$ cat src/rtl/seven_segment_scanner.sv
// Multiplexed common-anode hex display driver, frame-synchronous data snapshot.
// Optional leading-zero suppression when LEADING_ZERO_BLANK_EN is defined.
module seven_segment_scanner #(
    parameter int DIGITS       = 8,
    parameter int BLANK_CYCLES = 16
) (
    input  logic                  InputCLK,
    input  logic                  nReset,
    input  logic                  ScanCLK,
    input  logic [4*DIGITS-1:0]   Data,
    input  logic [DIGITS-1:0]     DotMask,
    output logic [DIGITS-1:0]     Anodes,
    output logic [6:0]            Segments,
    output logic                  DP
);

    localparam int IW = (DIGITS > 2) ? $clog2(DIGITS) : 1;

    typedef enum logic [1:0] {IDLE, BLANK, DRIVE} state_t;

    state_t              state, stateNext;
    logic [2:0]          scanSync;
    logic                tick;
    logic [IW-1:0]       digitIdx, idxInc;
    logic                wrap, loadSnap;
    logic [7:0]          blankCnt;
    logic [4*DIGITS-1:0] snapData;
    logic [DIGITS-1:0]   snapDot;
    logic [3:0]          curNibble;
    logic [DIGITS-1:0]   anodesNext;
    logic [6:0]          segNext;
    logic                dpNext;

    function automatic logic [6:0] hexDecode(input logic [3:0] n);
        logic [6:0] s;
        unique case (n)
            4'h0: s = 7'h40;
            4'h1: s = 7'h79;
            4'h2: s = 7'h24;
            4'h3: s = 7'h30;
            4'h4: s = 7'h19;
            4'h5: s = 7'h12;
            4'h6: s = 7'h02;
            4'h7: s = 7'h78;
            4'h8: s = 7'h00;
            4'h9: s = 7'h10;
            4'hA: s = 7'h08;
            4'hB: s = 7'h03;
            4'hC: s = 7'h46;
            4'hD: s = 7'h21;
            4'hE: s = 7'h06;
            4'hF: s = 7'h0E;
        endcase
        return s;
    endfunction

    // ScanCLK is asynchronous data: two sync flops plus an edge-history flop
    always_ff @(posedge InputCLK or negedge nReset) begin
        if (!nReset) scanSync <= '0;
        else         scanSync <= {scanSync[1:0], ScanCLK};
    end

    assign tick     = scanSync[1] & ~scanSync[2];
    assign wrap     = (digitIdx == IW'(DIGITS - 1));
    assign idxInc   = wrap ? '0 : digitIdx + 1'b1;
    assign loadSnap = tick & ((state == IDLE) | wrap);

    always_ff @(posedge InputCLK or negedge nReset) begin
        if (!nReset) state <= IDLE;
        else         state <= stateNext;
    end

    always_comb begin
        stateNext = state;
        unique case (state)
            IDLE:  if (tick) stateNext = BLANK;
            BLANK: begin
                if (tick)
                    stateNext = BLANK;
                else if (blankCnt == 8'(BLANK_CYCLES - 1))
                    stateNext = DRIVE;
            end
            DRIVE: if (tick) stateNext = BLANK;
            default: stateNext = IDLE;
        endcase
    end

    always_ff @(posedge InputCLK or negedge nReset) begin
        if (!nReset) begin
            digitIdx <= '0;
            blankCnt <= '0;
            snapData <= '0;
            snapDot  <= '0;
        end else begin
            if (tick) begin
                blankCnt <= '0;
                digitIdx <= (state == IDLE) ? '0 : idxInc;
            end else if (state == BLANK) begin
                blankCnt <= blankCnt + 8'd1;
            end
            if (loadSnap) begin
                snapData <= Data;
                snapDot  <= DotMask;
            end
        end
    end

`ifdef LEADING_ZERO_BLANK_EN
    logic [DIGITS-1:0] lzMask, blankMask;
    logic              lead;

    // Walk down from the top digit; digit 0 always stays visible
    always_comb begin
        lzMask = '0;
        lead   = 1'b1;
        for (int i = DIGITS - 1; i > 0; i--) begin
            if (lead && (Data[4*i +: 4] == 4'h0) && !DotMask[i])
                lzMask[i] = 1'b1;
            else
                lead = 1'b0;
        end
    end

    always_ff @(posedge InputCLK or negedge nReset) begin
        if (!nReset)       blankMask <= '0;
        else if (loadSnap) blankMask <= lzMask;
    end
`endif

    assign curNibble = snapData[{digitIdx, 2'b00} +: 4];

    always_comb begin
        anodesNext = '1;
        segNext    = 7'h7F;
        dpNext     = 1'b1;
        if (stateNext == DRIVE) begin
            anodesNext[digitIdx] = 1'b0;
`ifdef LEADING_ZERO_BLANK_EN
            if (!blankMask[digitIdx]) begin
                segNext = hexDecode(curNibble);
                dpNext  = ~snapDot[digitIdx];
            end
`else
            segNext = hexDecode(curNibble);
            dpNext  = ~snapDot[digitIdx];
`endif
        end
    end

    always_ff @(posedge InputCLK or negedge nReset) begin
        if (!nReset) begin
            Anodes   <= '1;
            Segments <= 7'h7F;
            DP       <= 1'b1;
        end else begin
            Anodes   <= anodesNext;
            Segments <= segNext;
            DP       <= dpNext;
        end
    end

endmodule

$ cat config.mk
export PLATFORM = sky130hd
export DESIGN_NAME = seven_segment_scanner
export DESIGN_NICKNAME = d
export VERILOG_FILES = /design/src/rtl/seven_segment_scanner.sv
export SDC_FILE = /design/constraint.sdc
export NUM_CORES = 1
export LEC_CHECK = 0
export ABC_CLOCK_PERIOD_IN_PS = 6000
export CORE_MARGIN = 5
export CORE_UTILIZATION = 40
export DETAILED_ROUTE_END_ITERATION = 7
export PLACE_DENSITY = 0.73
export REMOVE_ABC_BUFFERS = 1
export SYNTH_ARGS = -nofsm -noshare
export SYNTH_HDL_FRONTEND = slang
export SYNTH_SLANG_ARGS = --single-unit
$ cat constraint.sdc
create_clock -name InputCLK -period 6 [get_ports InputCLK]
set_input_delay 1.2 -clock InputCLK [delete_from_list [all_inputs] [get_ports InputCLK]]
set_output_delay 1.2 -clock InputCLK [all_outputs]
set_load 0.02 [all_outputs]
== Word level (Yosys, flattened, before mapping) ==
Memory sizes are Yosys's and may differ from the RTL's.
Index checks and enable logic that the tools add are counted.
Storage, ports and cells
  bits in latches: 0
  memory bits (read-only): 112
  bits in registers: 72
  bits of input ports: 43
  bits in writable memories: 0
  memories: 1
  logic and storage cells: 45
Memory list
  (name not given): depth 16, width 7, read ports 1, clocked after Yosys merged registers in 0, write ports 0, RTL line 36  | unique case (n)
Cells by class
  mux-type cells: 15
  magnitude comparators: 2
  bitwise logic cells: 6
  add/sub/neg operators: 2
  multiply operators: 0
  reductions and logical operators: 4
  div/mod/pow operators: 0
  equality and inequality tests: 5
  shifts and indexed selects: 1
Operator list (count)
  $shiftx A32 B6 Y4: 1
  $mux W8: 3
  $add A8 B1 Y8 const B: 1
  $eq A8 B4 Y1 const B: 1
  $not A8 Y8: 1
  $mux W7: 1
  $mux W2: 3
  $mux W3: 2
  $eq A2 B2 Y1 const B: 2
  $lt A3 B4 Y1 const B: 1
  $pmux W2 S2: 1
  $add A3 B1 Y3 const B: 1
  $bmux W1 S3: 1
  $demux W1 S3: 1
  $eq A3 B3 Y1 const B: 1
  $ge A3 B1 Y1 const B: 1
  $mux W1: 3
  $and A1 B1 Y1: 2
  $eq A2 B1 Y1 const B: 1
  $logic_not A2 Y1: 1
  $not A1 Y1: 2
  $reduce_bool A2 Y1: 1
  $reduce_or A2 Y1: 1
  $logic_and A1 B1 Y1: 1
  $or A1 B1 Y1: 1

== Depth between registers and ports, before layout ==
  depth in word-level cells: 6
  depth in mapped cells: 11

== Least setup slack after synthesis ==
OpenSTA, ideal clock, no wires.
  kind: reg-to-reg
  from: reg digitIdx[0]
  to: reg Segments[1]
  clock period less this slack: 2.241 ns
  setup time: 0.084 ns
  data arrival time: 2.157 ns
  stages on the path, launching flop included: 11
  path slack: 3.759 ns
  cell sequence: dfrtp_1 -> buf_6 -> clkbuf_1 -> clkinv_1 -> a211o_1 -> nand3_1 -> inv_1 -> ha_1 -> inv_1 -> or3_1 -> o2111ai_1
Between the ends
  longest elaborated chain between the ends: 3
RTL lines
  from (decl): RTL line 24  | logic [IW-1:0] digitIdx, idxInc;
  from (signal assigned): RTL line 97  | digitIdx <= (state == IDLE) ? '0 : idxInc;
  $shiftx A32 B6 Y4: RTL line 130  | assign curNibble = snapData[{digitIdx, 2'b00} +: 4];
  $mem_v2 Z16 W7
  $mux W7: RTL line 136  | if (stateNext == DRIVE) begin
  via segNext[1]: RTL line 31  | logic [6:0] segNext;
  to (signal assigned): RTL line 157  | Segments <= segNext;
  to (decl): RTL line 13  | output logic [6:0] Segments,
The timed path passes the listed nets, and every way through them passes these cells.
A chain may end at the register's enable or synchronous reset.

== Final worst setup path ==
  from: reg digitIdx[1]
  to: reg Segments[3]
Same word-level chain as after synthesis.

==> results.py <==
metrics = {
    "worst_hold_path": {
        "hold_path.class": "flip-flop to flip-flop",
        "worstHoldPathCells": 0,
        "hp-start": "scanSync[0]",
        "hold-path-endpoint": "scanSync[1]",
    },
    "setup_path": {
        "cp_max_fo": 20,
        "startpoint_type": "flip-flop",
        "r2r_end": "Segments[3]",
        "crit_path_end_kind": "flip-flop",
        "required_ns": 6.22,
        "path_class": "flip-flop to flip-flop",
        "worstPathArrival_ns": 2.99,
        "reg2reg_from": "digitIdx[1]",
        "ff2ff_path_depth": 7,
        "r2r_slack_ns": 3.22,
        "startpoint": "digitIdx[1]",
    },
    "power_and_ir_drop": {
        "swShare_pct": 34.5,
        "leakage_nw": 1.74,
        "p_int_mw": 1.25,
        "seqPwrFrac_pct": 41.6,
        "p_clk_share_pct": 21.2,
        "ir_drop_mv": 0.288,
        "power_frac_comb_pct": 37.2,
        "powerDensity_nw_per_um2": 459,
        "p_switching_mw": 0.660,
    },
    "timing": {
        "fmax_mhz": 360,
        "relSlewSlack_pct": 31.1,
        "setup_viol": 0,
        "maxSlewViolCount": 0,
        "fin_worst_skew_ns": 0.00805,
        "period_needed_ns": 2.78,
        "tightest_slew_ns": 1.03,
        "final_hold_viol_count": 0,
        "rsz0062_at_grt": "no",
        "fin_crit_sh_pct": 46.3,
        "whs_ns": 0.353,
        "tns_ns": 0,
    },
    "drt": {
        "first_iter_violations": 95,
        "dr.pass1.iters": 4,
        "postRouteAntennaNets": 0,
        "wl_per_cell_um": 15.0,
        "vias_per_cell": 5.16,
        "num_vias": 2192,
        "drc": 0,
        "routed_wl_um": 6380,
    },
    "global_routing": {
        "gr-usage-met1_pct": 19.3,
        "grt_start_max_net_pins": 73,
        "grt_overflow": 0,
        "gr-usage-met3_pct": 3.60,
        "grt_pass1_vias": 2162,
        "grt_util_all_layers_pct": 13.7,
        "grt_antenna_before_repair": 0,
        "use_met2_pct": 19.0,
        "top_usage_layer": "met1",
        "grt_pass1_wl_um": 10700,
    },
    "synth": {
        "yosysTopAreaCell": "dfrtp_1",
        "ys_warn_count": 0,
        "synth_top_area_share_pct": 42.4,
        "synth_area_leaders": "dfrtp_1, mux2_2, dfstp_2, mux2i_1, ha_1",
        "synth_flop_cell": "dfrtp_1",
        "ys_seq_elements": 72,
        "post-synth-top-count-cell": "dfrtp_1",
        "synth_commonest_cells": "dfrtp_1, mux2_2, dfstp_2, mux2i_1, nor2_1",
        "synth_area_um2": 3300,
        "synthDistinctLibCells": 47,
        "yosysSeqAreaShare_pct": 55.2,
        "async_flop_share_pct": 100,
        "synth_edf_count": 0,
        "avgSynthCellArea_um2": 12.8,
        "synth_cells": 258,
    },
    "cts": {
        "cts_root_buf": "clkbuf_8",
        "cts_resized": 0,
        "clock_latency_ns": 0.34,
        "h-tree-depth": 3,
        "cts_buffer_depth": 2,
        "cts_tree": "yes",
        "hold_buffers": 0,
        "postCtsSetupRepairBufs": 0,
        "cts.sinks": 72,
        "clk_pin_slew_ns": 0.08,
        "numCtsBuffers": 9,
    },
    "finish": {
        "num-nets-final": 367,
        "drive_gt1_share_pct": 25.9,
        "n_antenna_cell": 0,
        "area_delta_synth_final_pct": 26.4,
    },
    "outcome": {
        "status": "completed",
    },
    "die": {
        "start_util_pct": 40.6,
        "fp.dieH_um": 101,
        "num_rows": 33,
        "die_x_um": 101,
        "die_area_um2": 10200,
        "pin_count": 59,
        "core-area_um2": 8130,
    },
    "flow_run": {
        "maxCapViolCount": 0,
    },
    "placement": {
        "hpwl_um": 4540,
        "place_congestion": 0.784,
        "port_buffers": 58,
    },
}
## final cells by class
class	count	area [um^2]
inverter	8	30.0
sequential	72	1820
fill	692	3960
timing repair buffer	60	591
clock inverter	6	83.8
multi-input combinational	164	1390
tap	105	131
clock buffer	10	128
## state kept, by name, summed over array words and instances (netlist names)
name	flops
snapData	32
Anodes	8
blankCnt	8
snapDot	8
Segments	7
digitIdx	3
scanSync	3
state	2
DP	1
## critical path, stage by stage (launching register included)
cell and delay, ns:
dfrtp_1 0.78, mux4_2 0.58, mux2i_1 0.48, inv_1 0.17, ha_1 0.29, mux2i_1 0.14, and3_1 0.17, a31oi_1 0.04
## metrics by stage
step / instances / instance area (um^2) / setup WS, ns / total power [mW] / util [%]
finish: 425 / 4170 / 3.22 / 1.91 / 51.3
global route: 425 / 4170 / 3.01 / 2.05 / 51.3
CTS: 425 / 4170 / 3.22 / 1.93 / 51.3
detailed placement: 409 / 3960 / 3.24 / 1.51 / 48.7
global placement: 409 / 3960 / 3.35 / 1.47 / 48.7
floorplan: 244 / 3230 / 2.62 / 1.31 / -
## worst max-delay path by stage
stage,to,slack (ns),depth (start not counted)
2_1_floorplan,snapData[0],2.62,4
3_3_place_gp,Segments[3],3.35,7
3_5_place_dp,Segments[3],3.24,7
4_1_cts,Segments[3],3.22,7
5_1_grt,Segments[3],3.01,7
6_report,Segments[3],3.22,7
## cells by family (layout without fill, tap and decap cells)
family                     Yosys count  after routing  synth area share, %
buffers and inverters               22             84                 3.14
adders and majority gates            9              9                 3.41
xor gates and xnor gates             7              7                 1.86
AOI/OAI and AO/OA                   30             30                 6.18
DFF                                 72             72                 55.2
muxes                               60             60                 21.0
and+or+nand+nor                     58             58                 9.28
## cell usage in the layout (no fill, tap or decap), drive strengths merged, types with 7 or more instances in the layout
cell,netlist,final
nor2,13,13
mux2,43,43
ha,9,9
mux2i,14,14
dfstp,16,16
o21ai,7,7
dfrtp,56,56
clkbuf,9,10
clkdlybuf4s50,0,57
inv,7,7
nand3,9,9
nand2,9,9
## power by group through the flow
stage          registers, mW  logic [mW]  clock network (mW)
3_5_place_dp           0.804       0.705                   0
3_3_place_gp           0.799       0.675                   0
4_1_cts                0.797       0.709               0.420
2_1_floorplan          0.756       0.555                   0
6_report               0.796       0.712               0.406
5_1_grt                0.823       0.789               0.440
## metal layers
metal | up-vias | share of wire, %
met5 | - | 0
met4 | 0 | 2.3
met3 | 12 | 6.5
met2 | 76 | 44
met1 | 1057 | 47
li1 | 1047 | -
Note: power is estimated with default switching activity, not from simulation.
